$ cat src/rtl/ddr3_simple_ctrl_if.sv
// Request port of the simple DDR3 command initiator.
// The master side offers a request; the slave side accepts it when valid and ready.
interface ddr3_simple_ctrl_if #(
    parameter int BA_W  = 3,
    parameter int ROW_W = 13,
    parameter int COL_W = 10
);
    logic             req_valid;
    logic             req_ready;
    logic             req_we;
    logic [BA_W-1:0]  req_ba;
    logic [ROW_W-1:0] req_row;
    logic [COL_W-1:0] req_col;

    modport master (
        output req_valid, req_we, req_ba, req_row, req_col,
        input  req_ready
    );

    modport slave (
        input  req_valid, req_we, req_ba, req_row, req_col,
        output req_ready
    );
endinterface

$ cat src/rtl/ddr3_simple_ctrl.sv
// Minimal DDR3 command initiator: init MRS/ZQ, single open row, refresh,
// and CWL/CL-aligned data-phase strobes for an external DQ datapath.
module ddr3_simple_ctrl #(
    parameter int MEM_BA_WIDTH  = 3,
    parameter int MEM_ROW_WIDTH = 13,
    parameter int MEM_COL_WIDTH = 10,
    parameter int MEM_CL        = 6,
    parameter int MEM_CWL       = 8,
    parameter int INIT_CYCLES   = 16,
    parameter int TMRD          = 4,
    parameter int TZQ           = 16,
    parameter int TRCD          = 3,
    parameter int TRP           = 3,
    parameter int TWR           = 6,
    parameter int TRFC          = 20,
    parameter int TREFI         = 780
) (
    input  logic                     ck,
    input  logic                     reset_n,
    ddr3_simple_ctrl_if.slave        req,
    output logic                     cke,
    output logic                     cs_n,
    output logic                     ras_n,
    output logic                     cas_n,
    output logic                     we_n,
    output logic [MEM_BA_WIDTH-1:0]  ba,
    output logic [MEM_ROW_WIDTH-1:0] a,
    output logic                     wr_phase,
    output logic                     rd_phase,
    output logic                     init_done
);
    localparam logic [3:0] C_NOP = 4'b0111;
    localparam logic [3:0] C_ACT = 4'b0011;
    localparam logic [3:0] C_WR  = 4'b0100;
    localparam logic [3:0] C_RD  = 4'b0101;
    localparam logic [3:0] C_PRE = 4'b0010;
    localparam logic [3:0] C_REF = 4'b0001;
    localparam logic [3:0] C_MRS = 4'b0000;
    localparam logic [3:0] C_ZQC = 4'b0110;

    localparam int WR_BUSY = MEM_CWL + 4 + TWR;
    localparam int RD_BUSY = MEM_CL + 4;

    function automatic int max2(int x, int y);
        return (x > y) ? x : y;
    endfunction

    localparam int WMAX = max2(max2(max2(INIT_CYCLES, TMRD), max2(TZQ, TRCD)),
                               max2(max2(TRP, TRFC), max2(WR_BUSY, RD_BUSY)));
    localparam int CW  = $clog2(WMAX + 1);
    localparam int RCW = $clog2(TREFI + 1);
    localparam int WP  = MEM_CWL + 3;
    localparam int RP  = MEM_CL + 3;

    // A gap of T cycles between commands needs T-1 cycles spent in S_WAIT.
    function automatic logic [CW-1:0] wload(int t);
        return (t > 1) ? CW'(t - 1) : '0;
    endfunction

    typedef enum logic [3:0] {
        S_CKE, S_MRS, S_ZQ, S_DONE, S_IDLE, S_PRE,
        S_ACT, S_RW, S_RPRE, S_REF, S_WAIT
    } state_t;

    state_t                   state_q, state_d, ret_q, ret_d;
    logic [CW-1:0]            wait_q, wait_d;
    logic [1:0]               mr_q, mr_d;
    logic                     cke_q, cke_d;
    logic [3:0]               cmd_q, cmd_d;
    logic [MEM_BA_WIDTH-1:0]  ba_q, ba_d, obank_q, obank_d, lba_q, lba_d;
    logic [MEM_ROW_WIDTH-1:0] a_q, a_d, orow_q, orow_d, lrow_q, lrow_d;
    logic [MEM_COL_WIDTH-1:0] lcol_q, lcol_d;
    logic                     lwe_q, lwe_d;
    logic                     ready_q, ready_d, done_q, done_d;
    logic                     open_q, open_d, rpend_q, rpend_d;
    logic [RCW-1:0]           rcnt_q, rcnt_d;
    logic [WP-1:0]            wp_q, wp_d;
    logic [RP-1:0]            rp_q, rp_d;
    logic                     wrph_q, wrph_d, rdph_q, rdph_d;

    always_comb begin
        state_d = state_q;
        ret_d   = ret_q;
        wait_d  = wait_q;
        mr_d    = mr_q;
        cke_d   = cke_q;
        cmd_d   = C_NOP;
        ba_d    = ba_q;
        a_d     = a_q;
        obank_d = obank_q;
        orow_d  = orow_q;
        lba_d   = lba_q;
        lrow_d  = lrow_q;
        lcol_d  = lcol_q;
        lwe_d   = lwe_q;
        done_d  = done_q;
        open_d  = open_q;
        rpend_d = rpend_q;
        rcnt_d  = rcnt_q;
        unique case (state_q)
            S_CKE: begin
                if (int'(wait_q) + 1 >= INIT_CYCLES) begin
                    cke_d   = 1'b1;
                    wait_d  = '0;
                    mr_d    = 2'd0;
                    state_d = S_MRS;
                end else begin
                    wait_d = wait_q + 1'b1;
                end
            end
            S_MRS: begin
                cmd_d = C_MRS;
                a_d   = '0;
                unique case (mr_q)
                    2'd0: begin
                        ba_d     = MEM_BA_WIDTH'(2);
                        a_d[5:3] = 3'(MEM_CWL - 5);
                    end
                    2'd1: ba_d = MEM_BA_WIDTH'(3);
                    2'd2: ba_d = MEM_BA_WIDTH'(1);
                    2'd3: begin
                        ba_d     = '0;
                        a_d[1:0] = 2'b01;
                        a_d[6:4] = 3'(MEM_CL - 4);
                        a_d[8]   = 1'b1;
                    end
                endcase
                mr_d    = mr_q + 1'b1;
                wait_d  = wload(TMRD);
                ret_d   = (mr_q == 2'd3) ? S_ZQ : S_MRS;
                state_d = S_WAIT;
            end
            S_ZQ: begin
                cmd_d   = C_ZQC;
                ba_d    = '0;
                a_d     = '0;
                a_d[10] = 1'b1;
                wait_d  = wload(TZQ);
                ret_d   = S_DONE;
                state_d = S_WAIT;
            end
            S_DONE: begin
                done_d  = 1'b1;
                state_d = S_IDLE;
            end
            S_IDLE: begin
                if (rpend_q) begin
                    state_d = open_q ? S_RPRE : S_REF;
                end else if (req.req_valid && ready_q) begin
                    lwe_d  = req.req_we;
                    lba_d  = req.req_ba;
                    lrow_d = req.req_row;
                    lcol_d = req.req_col;
                    if (open_q && req.req_ba == obank_q && req.req_row == orow_q)
                        state_d = S_RW;
                    else if (open_q)
                        state_d = S_PRE;
                    else
                        state_d = S_ACT;
                end
            end
            S_PRE: begin
                cmd_d   = C_PRE;
                ba_d    = obank_q;
                a_d     = '0;
                open_d  = 1'b0;
                wait_d  = wload(TRP);
                ret_d   = S_ACT;
                state_d = S_WAIT;
            end
            S_ACT: begin
                cmd_d   = C_ACT;
                ba_d    = lba_q;
                a_d     = lrow_q;
                obank_d = lba_q;
                orow_d  = lrow_q;
                open_d  = 1'b1;
                wait_d  = wload(TRCD);
                ret_d   = S_RW;
                state_d = S_WAIT;
            end
            S_RW: begin
                cmd_d                   = lwe_q ? C_WR : C_RD;
                ba_d                    = lba_q;
                a_d                     = '0;
                a_d[MEM_COL_WIDTH-1:0]  = lcol_q;
                a_d[10]                 = 1'b0;
                a_d[12]                 = 1'b1;
                wait_d  = lwe_q ? wload(WR_BUSY) : wload(RD_BUSY);
                ret_d   = S_IDLE;
                state_d = S_WAIT;
            end
            S_RPRE: begin
                cmd_d   = C_PRE;
                ba_d    = '0;
                a_d     = '0;
                a_d[10] = 1'b1;
                open_d  = 1'b0;
                wait_d  = wload(TRP);
                ret_d   = S_REF;
                state_d = S_WAIT;
            end
            S_REF: begin
                cmd_d   = C_REF;
                open_d  = 1'b0;
                rpend_d = 1'b0;
                wait_d  = wload(TRFC);
                ret_d   = S_IDLE;
                state_d = S_WAIT;
            end
            S_WAIT: begin
                if (wait_q <= CW'(1)) state_d = ret_q;
                else wait_d = wait_q - 1'b1;
            end
            default: state_d = S_CKE;
        endcase
        // A fresh expiry wins over the clear done when REF issues.
        if (done_q) begin
            if (rcnt_q == RCW'(TREFI - 1)) begin
                rcnt_d  = '0;
                rpend_d = 1'b1;
            end else begin
                rcnt_d = rcnt_q + 1'b1;
            end
        end
        ready_d = (state_d == S_IDLE) && done_d && !rpend_d;
        wp_d    = {wp_q[WP-2:0], cmd_d == C_WR};
        rp_d    = {rp_q[RP-2:0], cmd_d == C_RD};
        wrph_d  = |wp_q[WP-1:WP-4];
        rdph_d  = |rp_q[RP-1:RP-4];
    end

    always_ff @(posedge ck or negedge reset_n) begin
        if (!reset_n) begin
            state_q <= S_CKE;
            ret_q   <= S_CKE;
            wait_q  <= '0;
            mr_q    <= 2'd0;
            cke_q   <= 1'b0;
            cmd_q   <= C_NOP;
            ba_q    <= '0;
            a_q     <= '0;
            obank_q <= '0;
            orow_q  <= '0;
            lba_q   <= '0;
            lrow_q  <= '0;
            lcol_q  <= '0;
            lwe_q   <= 1'b0;
            ready_q <= 1'b0;
            done_q  <= 1'b0;
            open_q  <= 1'b0;
            rpend_q <= 1'b0;
            rcnt_q  <= '0;
            wp_q    <= '0;
            rp_q    <= '0;
            wrph_q  <= 1'b0;
            rdph_q  <= 1'b0;
        end else begin
            state_q <= state_d;
            ret_q   <= ret_d;
            wait_q  <= wait_d;
            mr_q    <= mr_d;
            cke_q   <= cke_d;
            cmd_q   <= cmd_d;
            ba_q    <= ba_d;
            a_q     <= a_d;
            obank_q <= obank_d;
            orow_q  <= orow_d;
            lba_q   <= lba_d;
            lrow_q  <= lrow_d;
            lcol_q  <= lcol_d;
            lwe_q   <= lwe_d;
            ready_q <= ready_d;
            done_q  <= done_d;
            open_q  <= open_d;
            rpend_q <= rpend_d;
            rcnt_q  <= rcnt_d;
            wp_q    <= wp_d;
            rp_q    <= rp_d;
            wrph_q  <= wrph_d;
            rdph_q  <= rdph_d;
        end
    end

    assign {cs_n, ras_n, cas_n, we_n} = cmd_q;
    assign cke           = cke_q;
    assign ba            = ba_q;
    assign a             = a_q;
    assign req.req_ready = ready_q;
    assign wr_phase      = wrph_q;
    assign rd_phase      = rdph_q;
    assign init_done     = done_q;
endmodule

$ cat src/flat_wrapper.sv
// flat-port wrapper written by rule: the top's interface ports become plain ports
module ddr3_simple_ctrl_flat 
#(
    parameter int MEM_BA_WIDTH  = 3,
    parameter int MEM_ROW_WIDTH = 13,
    parameter int MEM_COL_WIDTH = 10,
    parameter int MEM_CL        = 6,
    parameter int MEM_CWL       = 8,
    parameter int INIT_CYCLES   = 16,
    parameter int TMRD          = 4,
    parameter int TZQ           = 16,
    parameter int TRCD          = 3,
    parameter int TRP           = 3,
    parameter int TWR           = 6,
    parameter int TRFC          = 20,
    parameter int TREFI         = 780
)
  (ck, reset_n, cke, cs_n, ras_n, cas_n, we_n, ba, a, wr_phase, rd_phase, init_done, req_req_valid, req_req_we, req_req_ba, req_req_row, req_req_col, req_req_ready);
  ddr3_simple_ctrl_if #(.BA_W(3), .ROW_W(13), .COL_W(10)) req_i ();
  input  logic ck;
  input  logic reset_n;
  output logic cke;
  output logic cs_n;
  output logic ras_n;
  output logic cas_n;
  output logic we_n;
  output logic [MEM_BA_WIDTH-1:0] ba;
  output logic [MEM_ROW_WIDTH-1:0] a;
  output logic wr_phase;
  output logic rd_phase;
  output logic init_done;
  input wire logic [$bits(req_i.req_valid)-1:0] req_req_valid;
  input wire logic [$bits(req_i.req_we)-1:0] req_req_we;
  input wire logic [$bits(req_i.req_ba)-1:0] req_req_ba;
  input wire logic [$bits(req_i.req_row)-1:0] req_req_row;
  input wire logic [$bits(req_i.req_col)-1:0] req_req_col;
  output wire logic [$bits(req_i.req_ready)-1:0] req_req_ready;
  assign req_i.req_valid = req_req_valid;
  assign req_i.req_we = req_req_we;
  assign req_i.req_ba = req_req_ba;
  assign req_i.req_row = req_req_row;
  assign req_i.req_col = req_req_col;
  assign req_req_ready = req_i.req_ready;
  ddr3_simple_ctrl #(.MEM_BA_WIDTH(MEM_BA_WIDTH), .MEM_ROW_WIDTH(MEM_ROW_WIDTH), .MEM_COL_WIDTH(MEM_COL_WIDTH), .MEM_CL(MEM_CL), .MEM_CWL(MEM_CWL), .INIT_CYCLES(INIT_CYCLES), .TMRD(TMRD), .TZQ(TZQ), .TRCD(TRCD), .TRP(TRP), .TWR(TWR), .TRFC(TRFC), .TREFI(TREFI)) u_core (.ck(ck), .reset_n(reset_n), .req(req_i), .cke(cke), .cs_n(cs_n), .ras_n(ras_n), .cas_n(cas_n), .we_n(we_n), .ba(ba), .a(a), .wr_phase(wr_phase), .rd_phase(rd_phase), .init_done(init_done));
endmodule
$ cat config.mk
export PLATFORM = sky130hd
export DESIGN_NAME = ddr3_simple_ctrl_flat
export DESIGN_NICKNAME = d
export VERILOG_FILES = /design/src/rtl/ddr3_simple_ctrl_if.sv /design/src/rtl/ddr3_simple_ctrl.sv /design/src/flat_wrapper.sv
export SDC_FILE = /design/constraint.sdc
export NUM_CORES = 1
export LEC_CHECK = 0
export ABC_AREA = 1
export CAP_MARGIN = 20
export CORE_MARGIN = 8
export CORE_UTILIZATION = 35
export DETAILED_ROUTE_END_ITERATION = 7
export PLACE_DENSITY_LB_ADDON = 0.2
export SLEW_MARGIN = 20
export SYNTH_ARGS = -nofsm -noshare
export SYNTH_HDL_FRONTEND = slang
export SYNTH_SLANG_ARGS = --single-unit
$ cat constraint.sdc
create_clock -name ck -period 3.4 [get_ports ck]
set_input_delay 1.02 -clock ck [delete_from_list [all_inputs] [get_ports ck]]
set_output_delay 1.02 -clock ck [all_outputs]
set_load 0.1 [all_outputs]
# Word-level counts from Yosys, hierarchy flattened
# Index checks and enable logic that the tools add are counted.
# totals
ff_bits	115
input_bits	30
wordCells	110
# classes
addsub	5
order_cmp	2
n_eq_ne	21
mux	31
n_bitwise	1
n_reduce_logical	27
# op_table
op	n
case mux 13 bit (5 select lines)	1
case mux 4 bit (6 select lines)	2
case mux 5 bit (7 select lines)	1
>= comparator 32 x 6 -> 1 bit (second input constant)	1
== test 4 x 3 -> 1 bit (second input constant)	7
case mux 3 bit (4 select lines)	2
2-to-1 mux 4 bit	5
case mux 4 bit (5 select lines)	1
2-to-1 mux 5 bit	3
== test 13 bit	1
== test 4 bit (second input constant)	3
adder 10 x 1 -> 10 bit (second input constant)	1
== test 10 bit (second input constant)	1
2-to-1 mux 10 bit	1
2-to-1 mux 1 bit	9
== test 4 x 2 -> 1 bit (second input constant)	2
case mux 2 bit (2 select lines)	2
OR reduction 2 bit	4
OR reduction 4 bit	2
nonzero test 7 bit	1
OR reduction 7 bit	1
adder 5 x 1 -> 6 bit (second input constant)	1
2-to-1 mux 2 bit	3
AND reduction 2 bit	3
other kinds (22)	29

# Longest topological paths before layout
# Gate-level depths: netlist of run 1.
# logic_depth
depth_word	10
mapped_depth	12
mapped_depth_nobuf	12

# Least setup slack after synthesis of run 1
# No wires, ideal clock.
# synth_path
kind	register to register
startpoint	reg u_core.done_q (netlist: u_core.init_done)
endpoint	reg u_core.rcnt_q[8]
t_arrival_ns	1.908
slack_ns	1.373
path_stages_with_launch	8
path_buffers	0
cell_sequence	dfrtp_1 inv_1 nor3_1 nand4_1 nor2_1 nand3_1 nand2_1 nor2_1
# synth_lines
item	line	rtl
start, declared	ddr3_simple_ctrl.sv:74	logic ready_q, ready_d, done_q, done_d;
start signal, assigned	ddr3_simple_ctrl.sv:274	done_q <= done_d;
end signal, assigned	ddr3_simple_ctrl.sv:277	rcnt_q <= rcnt_d;
end, declared	ddr3_simple_ctrl.sv:76	logic [RCW-1:0] rcnt_q, rcnt_d;

# Final worst setup path of run 1
# layout_path
startpoint	reg u_core.done_q (netlist: u_core.init_done)
endpoint	out init_done
# layout_lines
item	line	rtl
end, declared	flat_wrapper.sv:31	output logic init_done;
# No word-level cell between the ends.

==> results of run 1 <==
worst paths after layout:
kind                                         from         endpoint  cells past startpoint  slack [ns]
worst max-delay path             u_core.init_done        init_done                      1        1.16
worst min-delay path               u_core.rp_q[1]   u_core.rp_q[2]                      0        0.35
worst max register to register  u_core.state_q[1]  u_core.ret_q[1]                      5        1.46
worst min register to register     u_core.rp_q[1]   u_core.rp_q[2]                      0        0.35
max in group asynchronous                 reset_n  u_core.cmd_q[0]                      2        2.01
min in group asynchronous                 reset_n     u_core.a[10]                      1        0.61
layer usage:
metal	up-vias	GRT usage [%]	routed length (microns)
met5	-	0	0
met1	1944	18.1	6140
met2	58	20.7	5660
li1	2025	-	-
met3	16	3.94	498
met4	0	4.80	179
power breakdown:
group          internal [W]  switching [W]  leakage, nW  total, W
combinational      0.000585        0.00145         1.64   0.00203
clock               0.00128       0.000613        0.306   0.00189
sequential          0.00161       0.000203         1.47   0.00181
cell usage in the layout, fill, tap and decap left out, types with 7 or more instances in the layout:
master           count
nor2_1              35
nand3_1             31
o21ai_0             40
inv_2                8
ha_1                 7
o21ai_2             15
nand2_4             14
dfrtp_1            111
clkdlybuf4s50_1     28
nand2_1            167
inv_1               79
clkbuf_16           17
buf_4               28
nand2_2              7
logic make-up after synthesis:
| kind of cell | count (synthesis) | synth area share (%) |
|---|---|---|
| simple gates | 287 | 25.9 |
| flops | 114 | 53.0 |
| buf+inv | 102 | 8.15 |
| compound gates | 80 | 10.3 |
| fa+ha+maj | 7 | 1.63 |
| xor+xnor | 6 | 0.976 |
| other cells | 1 | 0.0696 |
layout make-up:
class | count | area [sq um] | area share (%)
sequential | 114 | 2860 | 42.8
multi-input combinational | 381 | 2090 | 31.4
timing repair buffer | 57 | 510 | 7.66
clock buffer | 22 | 474 | 7.11
inverter | 90 | 343 | 5.14
tap | 188 | 235 | 3.53
clock inverter | 10 | 155 | 2.33
flip-flops by register name, summed over array words and instances (netlist names), 4 cells and up:
name            cells
u_core.rp_q         9
u_core.a           13
u_core.orow_q      13
u_core.state_q      4
u_core.wait_q       5
u_core.lrow_q      13
u_core.lcol_q      10
u_core.wp_q        11
u_core.rcnt_q      10
u_core.ret_q        4
metrics by stage:
step           cells  util [%]  power [W]  setup slack [ns]
2_1_floorplan    597         -    0.00342              1.37
3_3_place_gp     830      39.9    0.00385             0.972
3_5_place_dp     830      39.9    0.00387             0.919
4_1_cts          862      44.0    0.00579              1.13
5_1_grt          862      44.0    0.00607              1.09
6_report         862      44.0    0.00574              1.16
==> flow_summary.yaml, run 1 <==
run_status:
  status: "complete, no violations"
critical_path:
  critPathLaunchType: "register"
  crit_path_end_kind: "output pin"
  crit_slowest_cell: "dfrtp_1"
  cp_max_fo: 7
  crit_buf_inv: 1
  max_stage_delay_ns: 0.47
  crit_family: "flip-flops"
  required_ns: 2.38
  crit_chain: "buf_4"
  critPathArrivalTime_ns: 1.22
  setup.worst_path.class: "reg2out"
synthesis:
  async_flop_share_pct: 100
  synthesis.nets: 634
  synthCells: 597
  synth_top_area_cell: "dfrtp_1"
  syn-cell-area_sq_um: 5390
  synth_area_leaders: "dfrtp_1 (52%), nand2_1 (12%), inv_1 (5.5%)"
  synth_edf_count: 0
  synth_top_area_share_pct: 51.6
  synthDistinctLibCells: 40
  yosysSeqAreaShare_pct: 53.0
  syn_avg_cell_area_sq_um: 9.02
  ys_ff_latch: 114
  synth_ff_type: "dfrtp_1"
  post-synth-top-count-cell: "nand2_1"
  yosys_warnings: 0
  synth_common_cells: "nand2_1 (167), dfrtp_1 (111), inv_1 (79)"
clock_network:
  cts_tree: "yes"
  clock-root-buffer: "clkbuf_16"
  cts_made_buffers: 17
  postCtsHoldBufs: 0
  clockBufferDepth: 2
  h-tree-depth: 4
  clk_pin_slew_ns: 0.05
  clkLatencyLatePin_ns: 0.41
  cts_resized: 0
  cts_sinks: 114
  postCtsSetupBuffers: 0
finish:
  area_growth_pct: 23.8
  diodes: 0
  layout-drive-gt1-share_pct: 19.7
  fin_area_sq_um: 6670
  n_fill_cell: 1456
  nets: 698
timing:
  slew_viol_final: 0
  setup_viol_count_final: 0
  fmax_mhz: 446
  rsz0062_at_grt: "no"
  fin_crit_ns: 2.24
  worst_pin_slew_ns: 0.605
  fin_crit_sh_pct: 66.0
  setup_tns_ns: 0
  holdWs_ns: 0.345
  fin_skew_ns: 0.00820
  hold_violations: 0
  slew_headroom_pct: 59.6
drt:
  detail-route-antenna-nets: 0
  wl_per_cell_microns: 14.5
  drtIter0Drc: 284
  viasPerCell: 4.69
  vias: 4043
  drc: 0
  routed_wl_microns: 12500
  dr.pass1.iters: 4
die:
  boundaryPins: 55
  die_width_microns: 140
  fp.dieH_microns: 140
  dieArea_sq_um: 19600
  start_util_pct: 35.6
  rows: 45
  core_sq_um: 15100
global_route:
  grt_max_degree: 53
  overflow: 0
  grt_pass1_wl_microns: 21200
  track_usage_pct: 13.6
  grt_pass1_vias: 4133
  antenna_found_initial: 0
placed_design:
  gp_congestion: 0.820
  dpl-instance-area_sq_um: 6040
  io_buffers: 53
  hpwl_microns: 9060
job:
  max_cap_violations: 0
power:
  p_per_area_nw_per_um2: 860
  ir_worst_vdd_uv: 523
  p_leak_nw: 3.42
min_path:
  hold_class: "reg2reg"
No activity file was read; power rests on OpenSTA's default activity.
==> run 2, diff against run 1 <==
Clock period 3.4 ns to 1.91 ns, I/O delays scaled along.
==> flow_summary.yaml, run 2 (synthesis results as in run 1) <==
finish:
  layout_commonest_cell: "nand2_1"
  final_cell_mix: "nand2_1 (167), dfrtp_1 (109), inv_1 (79)"
  regArea_sq_um: 2860
  area_growth_pct: 33.7
  fin_area_sq_um: 7200
  fin_cells: 885
  multi_input_area_sq_um: 2090
  nets: 721
  postLayoutCoreUtil_pct: 47.6
  n_fill_cell: 1412
  layout-drive-gt1-share_pct: 22.7
  diodes: 0
critical_path:
  cp_max_fo: 1
  critPathLaunchType: "register"
  crit_family: "flip-flops"
  critPathArrivalTime_ns: 1.13
  crit_chain: "buf_12"
  crit_path_end_kind: "output pin"
  max_stage_delay_ns: 0.54
  rrSetupSlack_ns: 0.22
  crit_slowest_cell: "dfstp_2"
  crit_buf_inv: 1
  setup.worst_path.class: "reg2out"
  required_ns: 1.34
drt:
  drc: 0
  routed_wl_microns: 12500
  viasPerCell: 4.67
  dr.pass1.iters: 5
  drtIter0Drc: 325
  detail-route-antenna-nets: 0
  vias: 4133
  wl_per_cell_microns: 14.1
global_route:
  antenna_found_initial: 0
  grt_max_degree: 36
  overflow: 0
  grt_pass1_wl_microns: 20900
  track_usage_pct: 13.5
  grt_pass1_vias: 4191
power:
  p_per_area_nw_per_um2: 1470
  p_leak_nw: 3.62
  p_total_w: 0.0106
  ir_worst_vdd_uv: 852
timing:
  fin_crit_sh_pct: 89.1
  slew_viol_final: 0
  fin_skew_ns: 0.00996
  setup_viol_count_final: 0
  fmax_mhz: 588
  worst_slack_ns: 0.208
  rsz0062_at_grt: "no"
  fin_crit_ns: 1.70
  hold_violations: 0
clock_network:
  postCtsSetupBuffers: 0
  clock-root-buffer: "clkbuf_16"
  h-tree-depth: 4
  clockBufferDepth: 2
  postCtsHoldBufs: 0
  cts_resized: 0
  clk_pin_slew_ns: 0.05
  cts_tree: "yes"
  clkLatencyLatePin_ns: 0.41
  cts_made_buffers: 17
  cts_sinks: 114
die:
  boundaryPins: 55
  dieArea_sq_um: 19600
  start_util_pct: 35.6
  core_sq_um: 15100
  rows: 45
  fp.dieH_microns: 140
  die_width_microns: 140
min_path:
  hold_class: "in2async"
placed_design:
  hpwl_microns: 9170
  place_inst: 853
  gp_congestion: 0.856
  dpl-instance-area_sq_um: 6590
  place_ws_ns: -0.0819
  io_buffers: 53
run_status:
  status: "complete, no violations"
job:
  max_cap_violations: 0
## run 2: cell count changes in the layout (fill, tap and decap cells not counted)
| cell | delta |
|---|---|
| dfrtp_1 | -2 |
| inv_6 | +1 |
| buf_12 | +30 |
| bufinv_16 | -1 |
| clkinvlp_4 | +3 |
| clkbuf_8 | -1 |
| dfrtp_2 | +2 |
| buf_4 | -7 |
| clkinv_2 | -4 |
| clkinv_4 | +2 |
## run 2: cell type report
class / instances / share of cell area, %
Tap cell: 188 / 3.27
Multi-Input combinational cell: 381 / 29.1
Inverter: 90 / 4.76
Clock buffer: 21 / 6.39
Sequential cell: 114 / 39.7
Timing Repair Buffer: 80 / 14.7
Clock inverter: 11 / 2.14
## run 2: through the flow
step                setup TNS (ns)  hold slack (ns)
floorplan                        0            0.277
global placement           -0.0970            0.335
detailed placement          -0.309            0.335
CTS                              0           0.0941
global route                     0            0.108
finish                           0           0.0951
## run 2: per-layer routing
metal | wire length [microns] | vias up | track usage (%)
li1 | - | 2076 | -
met1 | 5750 | 1947 | 17.0
met2 | 5890 | 91 | 20.9
met3 | 629 | 19 | 4.32
met4 | 202 | 0 | 5.83
met5 | 0 | - | 0
## run 2: final timing paths
check / cells past startpoint / end / from
setup reg to reg: 8 / u_core.lcol_q[3] / u_core.state_q[3]
min in group ck: 0 / u_core.wp_q[7] / u_core.wp_q[6]
max in group asynchronous: 2 / u_core.cmd_q[0] / reset_n
setup / recovery: 1 / ras_n / u_core.cmd_q[2]
hold / removal: 1 / u_core.obank_q[1] / reset_n
hold reg to reg: 0 / u_core.wp_q[7] / u_core.wp_q[6]
## run 2: power by group
group / leakage (nW) / total, W / internal [W] / switching (W)
sequential: 1.47 / 0.00324 / 0.00287 / 0.000372
combinational: 1.87 / 0.00413 / 0.00149 / 0.00264
clock: 0.282 / 0.00325 / 0.00212 / 0.00112
==> run 3, diff against run 2 <==
Settings changed: CORE_UTILIZATION 35 to 30, SLEW_MARGIN 20 to not set.
==> flow_summary.yaml, run 3 (synthesis results as in run 1) <==
clock_network:
  clockBufferDepth: 2
  clkLatencyLatePin_ns: 0.41
  clock-root-buffer: "clkbuf_16"
  cts_sinks: 114
  clk_pin_slew_ns: 0.05
  h-tree-depth: 4
  cts_tree: "yes"
  postCtsSetupBuffers: 0
  cts_made_buffers: 17
critical_path:
  crit_buf_inv: 1
  worstReg2RegStart: "u_core.state_q[0]"
  critPathLaunchType: "register"
  crit_family: "simple AND/OR/NAND/NOR gates"
  rrSetupSlack_ns: 0.15
  rr_endpoint: "u_core.req.req_ready"
  crit_slowest_cell: "dfrtp_1"
  setup.worst_path.class: "reg2reg"
  max_stage_delay_ns: 0.46
  required_ns: 2.24
  cp_max_fo: 9
  critPathArrivalTime_ns: 2.10
  crit_chain: "inv_2 -> nand2_2 -> nand2_4 -> nand2_1 -> nor2_4 -> nand4_1 -> nor2_1 -> nand2_1 -> nor2_1"
  path_depth: 9
  reg2regPathDepth: 9
  crit_path_end_kind: "register"
drt:
  vias: 4111
  wl_per_cell_microns: 14.1
  detail-route-antenna-nets: 0
  dr.pass1.iters: 4
  drc: 0
  viasPerCell: 4.44
  routed_wl_microns: 13100
  drtIter0Drc: 250
die:
  fp.dieH_microns: 150
  start_util_pct: 30.3
  boundaryPins: 55
  dieArea_sq_um: 22500
  core_sq_um: 17800
  die_width_microns: 150
  rows: 49
timing:
  fin_crit_sh_pct: 92.4
  setup_viol_count_final: 0
  rsz0062_at_grt: "no"
  fin_skew_ns: 0.00748
  hold_violations: 0
  fin_crit_ns: 1.76
  slew_viol_final: 0
  fmax_mhz: 567
global_route:
  grt_max_degree: 58
  use_met2_pct: 19.9
  antenna_found_initial: 0
  grt_pass1_vias: 4224
  overflow: 0
  track_usage_pct: 12.5
  grt-busiest-layer: "met2"
  grt_util_met1_pct: 15.9
  grt_pass1_wl_microns: 21700
  use_met3_pct: 3.08
placed_design:
  dpl-instance-area_sq_um: 6610
  place_inst: 893
  io_buffers: 53
  gp_congestion: 0.820
  hpwl_microns: 9680
finish:
  fin_cells: 926
  area_growth_pct: 36.0
  postLayoutCoreUtil_pct: 41.2
  layout-drive-gt1-share_pct: 23.0
  final_cell_mix: "nand2_1 (167), dfrtp_1 (108), inv_1 (79)"
  diodes: 0
  nets: 721
  layout_commonest_cell: "nand2_1"
  fin_area_sq_um: 7330
  n_fill_cell: 1783
min_path:
  hold_depth: 0
  worstHoldStart: "u_core.rp_q[0]"
  hold_class: "reg2reg"
  min_to: "u_core.rp_q[1]"
power:
  p_total_w: 0.0111
  ir_worst_vdd_uv: 806
  p_per_area_nw_per_um2: 1520
  p_leak_nw: 3.65
job:
  max_cap_violations: 0
run_status:
  status: "complete, no violations"
-- run 3: timing repair --
action / CTS / global route
setup endpoints to repair: 0 / 7
hold endpoints to repair: 4 / 0
gates resized for setup: 0 / 1
hold buffers: 1 / 0
-- run 3: final cells by class --
cell class	count	area (sq um)	share of cell area, %
clock buffers	19	453	6.18
clock inverters	13	255	3.48
inverters	90	343	4.68
multi-input cells	381	2090	28.6
flip-flops and latches	114	2860	39.0
well taps	229	287	3.91
repair buffers	80	1040	14.1
-- run 3: layer usage --
metal / wire (microns) / part of all wire (%)
met1: 6160 / 47
met4: 193 / 1.5
met2: 6180 / 47
met3: 529 / 4.1
met5: 0 / 0
-- run 3: worst max path at each step --
stage                            from  slack (ns)              endpoint
floorplan            u_core.init_done        0.23      u_core.rcnt_q[8]
global placement        req_req_ba[0]        -0.1  u_core.req.req_ready
detailed placement      req_req_ba[0]       -0.11  u_core.req.req_ready
CTS                 u_core.state_q[1]        0.09           u_core.a[7]
global route        u_core.state_q[0]        0.04  u_core.req.req_ready
finish              u_core.state_q[0]        0.15  u_core.req.req_ready
-- run 3: report_power, final --
part           switching, W  internal (W)
sequential         0.000415       0.00287
clock               0.00114       0.00265
combinational       0.00263       0.00144
total               0.00418       0.00695
-- run 3: stage by stage --
step                      TNS, ns  setup WS [ns]  hold slack (ns)
after global placement    -0.0992        -0.0955            0.333
final                           0          0.145            0.345
after floorplan                 0          0.229            0.277
after detailed placement   -0.120         -0.108            0.335
after global routing            0         0.0400            0.351
after CTS                       0         0.0942            0.347
